[src/rtl/uart_mem_loader.sv]
// Receives 8N1 bytes, packs four little-endian into a word and writes it to DataMemory at sequential addresses.
// The write strobe appears one cycle after the 4th stop-bit sample; there is no backpressure because memory always accepts.
module uart_mem_loader #(
    parameter int          CLKS_PER_BIT = 868,
    parameter logic [31:0] BASE_ADDR    = 32'h0000_0004,
    parameter logic [31:0] ADDR_STEP    = 32'h0000_0004,
    parameter int          MAX_WORDS    = 256
) (
    input  logic        clk,
    input  logic        reset,
    input  logic        rx,
    input  logic        load_enable,
    output logic        mem_write,
    output logic [31:0] mem_address,
    output logic [31:0] mem_write_data,
    output logic [15:0] word_count,
    output logic        busy,
    output logic        done,
    output logic        frame_error
);

    typedef enum logic [1:0] {IDLE, START, DATA, STOP} state_t;

    localparam int             CNT_W     = $clog2(CLKS_PER_BIT + 1);
    localparam logic [CNT_W-1:0] BIT_LAST  = CNT_W'(CLKS_PER_BIT - 1);
    localparam logic [CNT_W-1:0] HALF_LAST = CNT_W'(CLKS_PER_BIT / 2 - 1);
    localparam logic [15:0]      LAST_WORD = 16'(MAX_WORDS - 1);

    state_t             state_q, state_d;
    logic               rx_meta_q, rx_meta_d;
    logic               rx_sync_q, rx_sync_d;
    logic               load_en_prev_q, load_en_prev_d;
    logic [CNT_W-1:0]   cnt_q, cnt_d;
    logic [2:0]         bit_idx_q, bit_idx_d;
    logic [7:0]         shift_q, shift_d;
    logic [1:0]         byte_idx_q, byte_idx_d;
    logic [31:0]        word_q, word_d;
    logic               mem_write_q, mem_write_d;
    logic [31:0]        mem_address_q, mem_address_d;
    logic [31:0]        mem_write_data_q, mem_write_data_d;
    logic [15:0]        word_count_q, word_count_d;
    logic               done_q, done_d;
    logic               frame_error_q, frame_error_d;
    logic [31:0]        word_ins;

    always_comb begin
        word_ins = word_q;
        word_ins[{byte_idx_q, 3'b000} +: 8] = shift_q;
    end

    always_comb begin
        state_d          = state_q;
        rx_meta_d        = rx;
        rx_sync_d        = rx_meta_q;
        load_en_prev_d   = load_enable;
        cnt_d            = cnt_q;
        bit_idx_d        = bit_idx_q;
        shift_d          = shift_q;
        byte_idx_d       = byte_idx_q;
        word_d           = word_q;
        mem_write_d      = 1'b0;
        mem_address_d    = mem_address_q;
        mem_write_data_d = mem_write_data_q;
        word_count_d     = word_count_q;
        done_d           = done_q;
        frame_error_d    = frame_error_q;

        if (!load_enable) begin
            // Session paused: abandon any byte and partial word, keep session results.
            state_d    = IDLE;
            cnt_d      = '0;
            bit_idx_d  = '0;
            byte_idx_d = '0;
        end else if (!load_en_prev_q) begin
            state_d       = IDLE;
            cnt_d         = '0;
            bit_idx_d     = '0;
            byte_idx_d    = '0;
            word_count_d  = '0;
            done_d        = 1'b0;
            frame_error_d = 1'b0;
        end else begin
            case (state_q)
                IDLE: begin
                    if (!done_q && !rx_sync_q) begin
                        state_d = START;
                        cnt_d   = '0;
                    end
                end
                START: begin
                    if (cnt_q == HALF_LAST) begin
                        cnt_d     = '0;
                        bit_idx_d = '0;
                        state_d   = rx_sync_q ? IDLE : DATA;
                    end else begin
                        cnt_d = cnt_q + 1'b1;
                    end
                end
                DATA: begin
                    if (cnt_q == BIT_LAST) begin
                        cnt_d   = '0;
                        shift_d = {rx_sync_q, shift_q[7:1]};
                        if (bit_idx_q == 3'd7) begin
                            state_d = STOP;
                        end else begin
                            bit_idx_d = bit_idx_q + 3'd1;
                        end
                    end else begin
                        cnt_d = cnt_q + 1'b1;
                    end
                end
                STOP: begin
                    if (cnt_q == BIT_LAST) begin
                        state_d = IDLE;
                        cnt_d   = '0;
                        if (!rx_sync_q) begin
                            frame_error_d = 1'b1;
                        end else begin
                            word_d = word_ins;
                            if (byte_idx_q == 2'd3) begin
                                mem_write_d      = 1'b1;
                                mem_write_data_d = word_ins;
                                mem_address_d    = BASE_ADDR + ({16'd0, word_count_q} * ADDR_STEP);
                                word_count_d     = word_count_q + 16'd1;
                                done_d           = (word_count_q == LAST_WORD);
                                byte_idx_d       = '0;
                            end else begin
                                byte_idx_d = byte_idx_q + 2'd1;
                            end
                        end
                    end else begin
                        cnt_d = cnt_q + 1'b1;
                    end
                end
                default: state_d = IDLE;
            endcase
        end
    end

    always_ff @(posedge clk or negedge reset) begin
        if (!reset) begin
            state_q          <= IDLE;
            rx_meta_q        <= 1'b1;
            rx_sync_q        <= 1'b1;
            load_en_prev_q   <= 1'b0;
            cnt_q            <= '0;
            bit_idx_q        <= '0;
            shift_q          <= '0;
            byte_idx_q       <= '0;
            word_q           <= '0;
            mem_write_q      <= 1'b0;
            mem_address_q    <= '0;
            mem_write_data_q <= '0;
            word_count_q     <= '0;
            done_q           <= 1'b0;
            frame_error_q    <= 1'b0;
        end else begin
            state_q          <= state_d;
            rx_meta_q        <= rx_meta_d;
            rx_sync_q        <= rx_sync_d;
            load_en_prev_q   <= load_en_prev_d;
            cnt_q            <= cnt_d;
            bit_idx_q        <= bit_idx_d;
            shift_q          <= shift_d;
            byte_idx_q       <= byte_idx_d;
            word_q           <= word_d;
            mem_write_q      <= mem_write_d;
            mem_address_q    <= mem_address_d;
            mem_write_data_q <= mem_write_data_d;
            word_count_q     <= word_count_d;
            done_q           <= done_d;
            frame_error_q    <= frame_error_d;
        end
    end

    assign mem_write      = mem_write_q;
    assign mem_address    = mem_address_q;
    assign mem_write_data = mem_write_data_q;
    assign word_count     = word_count_q;
    assign done           = done_q;
    assign frame_error    = frame_error_q;
    assign busy           = (state_q != IDLE) || (byte_idx_q != 2'd0);

endmodule
[config.mk]
export PLATFORM = sky130hd
export DESIGN_NAME = uart_mem_loader
export DESIGN_NICKNAME = d
export VERILOG_FILES = /design/src/rtl/uart_mem_loader.sv
export SDC_FILE = /design/constraint.sdc
export NUM_CORES = 1
export LEC_CHECK = 0
export CAP_MARGIN = 20
export CELL_PAD_IN_SITES_DETAIL_PLACEMENT = 2
export CELL_PAD_IN_SITES_GLOBAL_PLACEMENT = 2
export CORE_ASPECT_RATIO = 0.5
export CORE_MARGIN = 5
export CORE_UTILIZATION = 37
export CTS_CLUSTER_SIZE = 40
export DETAILED_ROUTE_END_ITERATION = 16
export GPL_TIMING_DRIVEN = 0
export PLACE_DENSITY_LB_ADDON = 0.15
export SLEW_MARGIN = 25
export SYNTH_ARGS = -nofsm -noshare
export SYNTH_HDL_FRONTEND = slang
export SYNTH_SLANG_ARGS = --single-unit
[constraint.sdc]
create_clock -name clk -period 3.5 [get_ports clk]
set_input_delay 0.7 -clock clk [delete_from_list [all_inputs] [get_ports clk]]
set_output_delay 0.7 -clock clk [all_outputs]
set_load 0.02 [all_outputs]
==> results of run 1 <==
## synthesized netlist by cell type, types with 2 or more instances
cell and instances:
dfrtp_1 126, nand2_1 92, o21ai_0 72, a21oi_1 45, a22o_1 34, nor2b_1 33, nand3_1 17, buf_4 16
ha_1 16, clkbuf_1 15, inv_1 15, xnor2_1 13, nor3_1 12, buf_1 10, nor2_1 9, and3_1 8
mux2_2 8, buf_2 7, or3_1 7, and2_1 6, nand4_1 6, o311ai_0 6, nor4_1 4, xor2_1 3
a31o_2 2, dfstp_2 2, o31ai_1 2, o41ai_1 2
## layer usage
metal,vias to the layer above,track usage,wire length (um),part of all wire
li1,2349,-,-,-
met1,2700,0.2676,8927,0.46
met4,0,0.07170,289,0.015
met2,95,0.3639,9765,0.50
met5,-,0,0,0
met3,25,0.03633,566,0.029
## kinds of logic (layout without fill, tap and decap cells)
| family | Yosys count | after routing | share of synthesized area |
|---|---|---|---|
| multiplexers | 8 | 8 | 0.01480 |
| flip-flops | 128 | 128 | 0.5266 |
| XOR/XNOR | 16 | 16 | 0.02302 |
| AO/OA/AOI/OAI | 174 | 174 | 0.1803 |
| buffers and inverters | 63 | 167 | 0.05015 |
| AND/OR/NAND/NOR | 207 | 207 | 0.1716 |
| other | 1 | 15 | 0.0006161 |
| adder cells (fa/ha/maj) | 16 | 16 | 0.03289 |
## state kept, by name, indices dropped and copies added (netlist names)
name	count
bit_idx_q	3
byte_idx_q	2
cnt_q	10
done	1
frame_error	1
load_en_prev_q	1
mem_address	17
mem_write	1
mem_write_data	32
rx_meta_q	1
rx_sync_q	1
shift_q	8
state_q	2
word_count	16
word_q	32
## power by group
| group | internal [W] | leakage (nW) | switching, W |
|---|---|---|---|
| registers | 0.00148 | 1.78 | 0.00000402 |
| clock network | 0.00121 | 0.300 | 0.000706 |
| logic | 0.0000282 | 1.24 | 0.0000727 |
## through the flow
step / util / power, W / instances / TNS, ps
2_1_floorplan: - / 0.001562 / 627 / 0
3_3_place_gp: 0.4392 / 0.001610 / 926 / -449720
3_5_place_dp: 0.4419 / 0.001615 / 927 / 0
4_1_cts: 0.4805 / 0.003542 / 958 / 0
5_1_grt: 0.4805 / 0.003623 / 958 / 0
6_report: 0.4805 / 0.003506 / 958 / 0
## worst paths after layout
kind	end	cells past startpoint	slack (ps)
min in group clk	rx_sync_q$_DFF_PN1_	0	370
worst min register to register	rx_sync_q$_DFF_PN1_	0	370
worst max register to register	mem_write_data[20]$_DFFE_PN0P_	9	460
max in group asynchronous	word_q[26]$_DFFE_PN0P_	2	2560
worst max-delay path	mem_write_data[20]$_DFFE_PN0P_	9	460
worst min-delay path	cnt_q[4]$_DFFE_PN0P_	1	190
## cell type report
type	count	area, um2	share of cell area
plain buffers	48	249.0	0.03186
clock buffers	19	442.9	0.05667
clock inverters	12	183.9	0.02353
inverters	15	56.30	0.007203
multi-input cells	436	2641	0.3379
flip-flops and latches	128	3206	0.4101
well taps	227	284.0	0.03634
repair buffers	73	753.2	0.09637
## worst max-delay path, stage by stage (launching register included)
cell	delay, ps
dfrtp_1	460
or3b_1	410
buf_2	180
nor3_2	410
nand3_1	280
buf_2	290
buf_2	260
clkbuf_1	330
nand2_1	150
o21ai_0	110
==> flow_metrics.py, run 1 <==
metrics = {
    "status": {
        "status": "complete, no violations",
    },
    "cells_and_area": {
        "area_growth_pct": 28.41,
        "fillers": 1716,
        "final_common_cell": "dfrtp_1",
        "diodes": 0,
        "drive_above_1_share": 0.1026,
        "nNetsFinal": 739,
        "layout_common_cells": "dfrtp_1 (126), nand2_1 (92), o21ai_0 (72)",
        "final_cell_area_um2": 7816,
    },
    "floorplan": {
        "ioPinCount": 88,
        "coreArea_um2": 16270,
        "fp.dieArea_um2": 19270,
        "start_util": 0.3742,
        "rows": 33,
        "die_h_um": 100.7,
        "fp.dieW_um": 191.4,
    },
    "detailed_routing": {
        "routed_wl_um": 19550,
        "drc": 0,
        "route.detailed.wl_per_inst_um": 20.41,
        "initialDrtViolationCount": 239,
        "drt-pass1-iter-count": 4,
        "viasPerCell": 5.396,
        "dr_total_vias": 5169,
        "ant_nets": 0,
    },
    "critical_path": {
        "critPathKind": "reg -> reg",
        "regToRegStartpoint": "cnt_q[3]$_DFFE_PN0P_",
        "cp-startpoint": "cnt_q[3]$_DFFE_PN0P_",
        "required_ps": 3770,
        "cp-end-kind": "flip-flop",
        "worst-path-max-fanout": 10,
        "cp.arrival_ps": 3310,
        "start_kind": "flip-flop",
    },
    "timing": {
        "fin_ws_ps": 457.2,
        "maxSlewHeadroom": 0.2890,
        "hold_viol_final": 0,
        "rsz0062_at_grt": "false",
        "fin_worst_skew_ps": 13.02,
        "fin_crit_sh": 0.8694,
        "fmaxAchievable_mhz": 328.6,
        "worst_hold_slack_ps": 188.1,
        "tightest_slew_ps": 1058,
        "final-max-slew-violation-count": 0,
        "period_minus_slack_ps": 3043,
        "setup_viol": 0,
    },
    "global_routing": {
        "grt_pass1_vias": 5743,
        "overflow": 0,
        "grtUsageTotal": 0.2096,
        "grt_pass1_wl_um": 31610,
        "antenna_found_initial": 0,
        "grt_max_degree": 77,
    },
    "clocking": {
        "cts.clk_slew.worst_paths_ps": 60,
        "clock_latency_ps": 420,
        "cts_tree": "yes",
        "post-cts-setup-buffer-count": 0,
        "cts-root-buf": "clkbuf_16",
        "clock-sinks": 128,
        "cts_buffers": 17,
        "cts.htree.levels": 4,
        "cts_hold_buf": 0,
        "cts_resized": 0,
        "cts_buffer_depth": 2,
    },
    "synth": {
        "synth_warnings": 0,
        "ys_ff_latch": 128,
        "ys.flop_type": "dfrtp_1",
        "netlist_top_cells_area": "dfrtp_1 (52%), o21ai_0 (5.9%), nand2_1 (5.7%)",
        "ys_seq_area_frac": 0.5266,
        "async_flop_share": 1.000,
        "synth_top_cell_area_share": 0.5180,
        "synth_area_um2": 6087,
        "synth-edff-count": 0,
        "synth_cells": 613,
        "postSynthAreaPerCell_um2": 9.930,
        "ys_types": 53,
        "synth.largest_area_cell": "dfrtp_1",
    },
    "power_and_ir_drop": {
        "p_per_area_nw_per_um2": 448.6,
        "ir_drop_uv": 382.9,
        "p_leak_nw": 3.323,
    },
    "hold_path": {
        "min_path_type": "in -> async",
    },
    "placement": {
        "place_hpwl_um": 12980,
        "preCtsSetupSlack_ps": 160.0,
        "place_area_um2": 7189,
        "port-buffer-count": 72,
        "gp_congestion": 0.7752,
    },
    "flow_run": {
        "drv_cap": 0,
    },
}
(Power assumes the default switching activity.)
==> run 2: changes to the inputs <==
--- a/config.mk
+++ b/config.mk
@@ -5,7 +5,7 @@
 export SDC_FILE = /design/constraint.sdc
 export NUM_CORES = 1
 export LEC_CHECK = 0
-export CAP_MARGIN = 20
+export CAP_MARGIN = 0
 export CELL_PAD_IN_SITES_DETAIL_PLACEMENT = 2
 export CELL_PAD_IN_SITES_GLOBAL_PLACEMENT = 2
 export CORE_ASPECT_RATIO = 0.5
@@ -15,6 +15,7 @@
 export DETAILED_ROUTE_END_ITERATION = 16
 export GPL_TIMING_DRIVEN = 0
 export PLACE_DENSITY_LB_ADDON = 0.15
+export SETUP_SLACK_MARGIN = 0.1
 export SLEW_MARGIN = 25
 export SYNTH_ARGS = -nofsm -noshare
 export SYNTH_HDL_FRONTEND = slang
==> results of run 2 <==
No change in the layout: final DEF, timing and power equal those of run 1.
==> run 3: changes to the inputs <==
--- a/config.mk
+++ b/config.mk
@@ -9,7 +9,7 @@
 export CELL_PAD_IN_SITES_DETAIL_PLACEMENT = 2
 export CELL_PAD_IN_SITES_GLOBAL_PLACEMENT = 2
 export CORE_ASPECT_RATIO = 0.5
-export CORE_MARGIN = 5
+export CORE_MARGIN = 2
 export CORE_UTILIZATION = 37
 export CTS_CLUSTER_SIZE = 40
 export DETAILED_ROUTE_END_ITERATION = 16
==> constraint.sdc (replaced) <==
create_clock -name clk -period 3.5 [get_ports clk]
set_input_delay 0.7 -clock clk [delete_from_list [all_inputs] [get_ports clk]]
set_output_delay 0.7 -clock clk [all_outputs]
set_load 0.005 [all_outputs]
==> run 3 against run 2 <==
Via count fell by 1.2%. Utilization is 0.22 points higher. Sequential share of layout area is 0.085 points lower. Clock power is essentially flat. Critical path type unchanged. Highest routed layer unchanged.
==> flow_metrics.py, run 3 (synthesis results as in run 1) <==
metrics = {
    "global_routing": {
        "grt_pass1_vias": 5717,
        "grt_max_degree": 73,
        "overflow": 0,
        "grtUsageTotal": 0.2341,
        "grt_pass1_wl_um": 31430,
        "antenna_found_initial": 0,
    },
    "placement": {
        "preCtsSetupSlack_ps": 133.4,
        "port-buffer-count": 72,
        "place_area_um2": 7199,
        "post-place-cells": 928,
        "gp_congestion": 0.7703,
        "place_hpwl_um": 12290,
    },
    "critical_path": {
        "worst-path-max-fanout": 10,
        "max_stage_delay_ps": 460,
        "critical_path.slowest_cell": "dfrtp_1",
        "critPathKind": "reg -> reg",
        "start_kind": "flip-flop",
        "required_ps": 3780,
        "crit_top_cell": "buf_2",
        "cp-end-kind": "flip-flop",
        "cp.arrival_ps": 3300,
        "crit_chain": "or3b_1 > buf_2 > nor3_2 > nand3_1 > buf_2 > buf_2 > clkbuf_1 > nand2_1 > o21ai_0",
    },
    "cells_and_area": {
        "drive_above_1_share": 0.1079,
        "nNetsFinal": 740,
        "final_cells": 959,
        "final_cell_area_um2": 7833,
        "area_growth_pct": 28.67,
        "final_common_cell": "dfrtp_1",
        "diodes": 0,
        "layout_common_cells": "dfrtp_1 (126), nand2_1 (92), o21ai_0 (72)",
    },
    "timing": {
        "rsz0062_at_grt": "false",
        "fmaxAchievable_mhz": 331.2,
        "fin_worst_skew_ps": 14.00,
        "fin_tns_setup_ps": 0,
        "hold_viol_final": 0,
        "fin_ws_ps": 480.3,
        "period_minus_slack_ps": 3020,
        "tightest_slew_ps": 1025,
        "fin_crit_sh": 0.8628,
        "maxSlewHeadroom": 0.3134,
        "setup_viol": 0,
        "final-max-slew-violation-count": 0,
    },
    "power_and_ir_drop": {
        "swShare": 0.2257,
        "p_per_area_nw_per_um2": 448.5,
        "p_leak_nw": 3.332,
        "power_frac_seq": 0.423,
        "ir_drop_uv": 377.3,
        "internal-power_w": 0.002720,
        "p_clk_frac": 0.552,
        "combPwrFrac": 0.025,
        "power.switching_w": 0.0007929,
    },
    "clocking": {
        "post-cts-setup-buffer-count": 0,
        "cts.clk_slew.worst_paths_ps": 60,
        "cts_hold_buf": 0,
        "clock_latency_ps": 430,
        "cts.htree.levels": 4,
        "cts-root-buf": "clkbuf_16",
        "cts_buffer_depth": 2,
        "cts_tree": "yes",
        "cts_resized": 0,
        "cts_buffers": 17,
        "clock-sinks": 128,
    },
    "detailed_routing": {
        "route.detailed.wl_per_inst_um": 19.78,
        "drc": 0,
        "ant_nets": 0,
        "drt-pass1-iter-count": 4,
        "routed_wl_um": 18970,
        "initialDrtViolationCount": 189,
        "dr_total_vias": 5105,
        "viasPerCell": 5.323,
    },
    "floorplan": {
        "fp.dieArea_um2": 17560,
        "ioPinCount": 88,
        "coreArea_um2": 16230,
        "start_util": 0.3751,
        "fp.dieW_um": 185.4,
        "die_h_um": 94.70,
        "rows": 33,
    },
    "hold_path": {
        "min_path_type": "in -> async",
    },
    "flow_run": {
        "drv_cap": 0,
    },
    "status": {
        "status": "complete, no violations",
    },
}
run 3: cell count changes in the layout (fill, tap and decap cells not counted):
| cell | delta |
|---|---|
| clkbuf_1 | -1 |
| buf_2 | +1 |
| clkinv_4 | +1 |
| nor3_1 | -2 |
| nor3_2 | +2 |
| inv_6 | -1 |
| clkinv_2 | +1 |
run 3: per-layer routing:
metal | up-vias | track usage | part of all wire
met5 | - | 0 | 0
met4 | 0 | 0.07275 | 0.010
met3 | 16 | 0.04358 | 0.033
met2 | 83 | 0.3912 | 0.49
met1 | 2659 | 0.3110 | 0.47
li1 | 2347 | - | -
run 3: final cells by class:
cell class,count,area (um2)
fillers,1724,8394
flip-flops and latches,128,3206
multi-input cells,436,2651
repair buffers,74,758.2
clock buffers,18,439.2
well taps,227,284.0
plain buffers,48,249.0
clock inverters,13,188.9
inverters,15,56.30
run 3: power by group through the flow:
stage | clock (W) | sequential (W) | combinational, W
2_1_floorplan | 0 | 0.00151 | 0.0000376
3_3_place_gp | 0 | 0.00151 | 0.0000829
3_5_place_dp | 0 | 0.00151 | 0.0000891
4_1_cts | 0.00197 | 0.00149 | 0.0000904
5_1_grt | 0.00203 | 0.00149 | 0.0000990
6_report | 0.00194 | 0.00149 | 0.0000880
run 3: path summary, 6_finish.rpt:
| path | startpoint | endpoint | slack [ps] | depth (start not counted) |
|---|---|---|---|---|
| worst min-delay path | reset | cnt_q[5]$_DFFE_PN0P_ | 190 | 1 |
| min in group clk | rx_meta_q$_DFF_PN1_ | rx_sync_q$_DFF_PN1_ | 360 | 0 |
| worst max register to register | cnt_q[3]$_DFFE_PN0P_ | mem_write_data[25]$_DFFE_PN0P_ | 480 | 9 |
| max in group asynchronous | reset | word_q[7]$_DFFE_PN0P_ | 2580 | 2 |
| worst min register to register | rx_meta_q$_DFF_PN1_ | rx_sync_q$_DFF_PN1_ | 360 | 0 |
| worst max-delay path | cnt_q[3]$_DFFE_PN0P_ | mem_write_data[25]$_DFFE_PN0P_ | 480 | 9 |
run 3: critical path: cells and delay by family, from the launching register on:
| kind | cells | cell delay [ps] |
|---|---|---|
| compound gates | 1 | 100 |
| buf+inv | 4 | 1010 |
| flops | 1 | 460 |
| simple gates | 4 | 1290 |
run 3: through the flow:
step	total power [W]	hold WS, ps	util
floorplan	0.001550	345.2	-
global placement	0.001597	347.4	0.4403
detailed placement	0.001603	348.7	0.4437
CTS	0.003549	216.2	0.4824
global route	0.003619	230.6	0.4827
finish	0.003513	193.8	0.4827
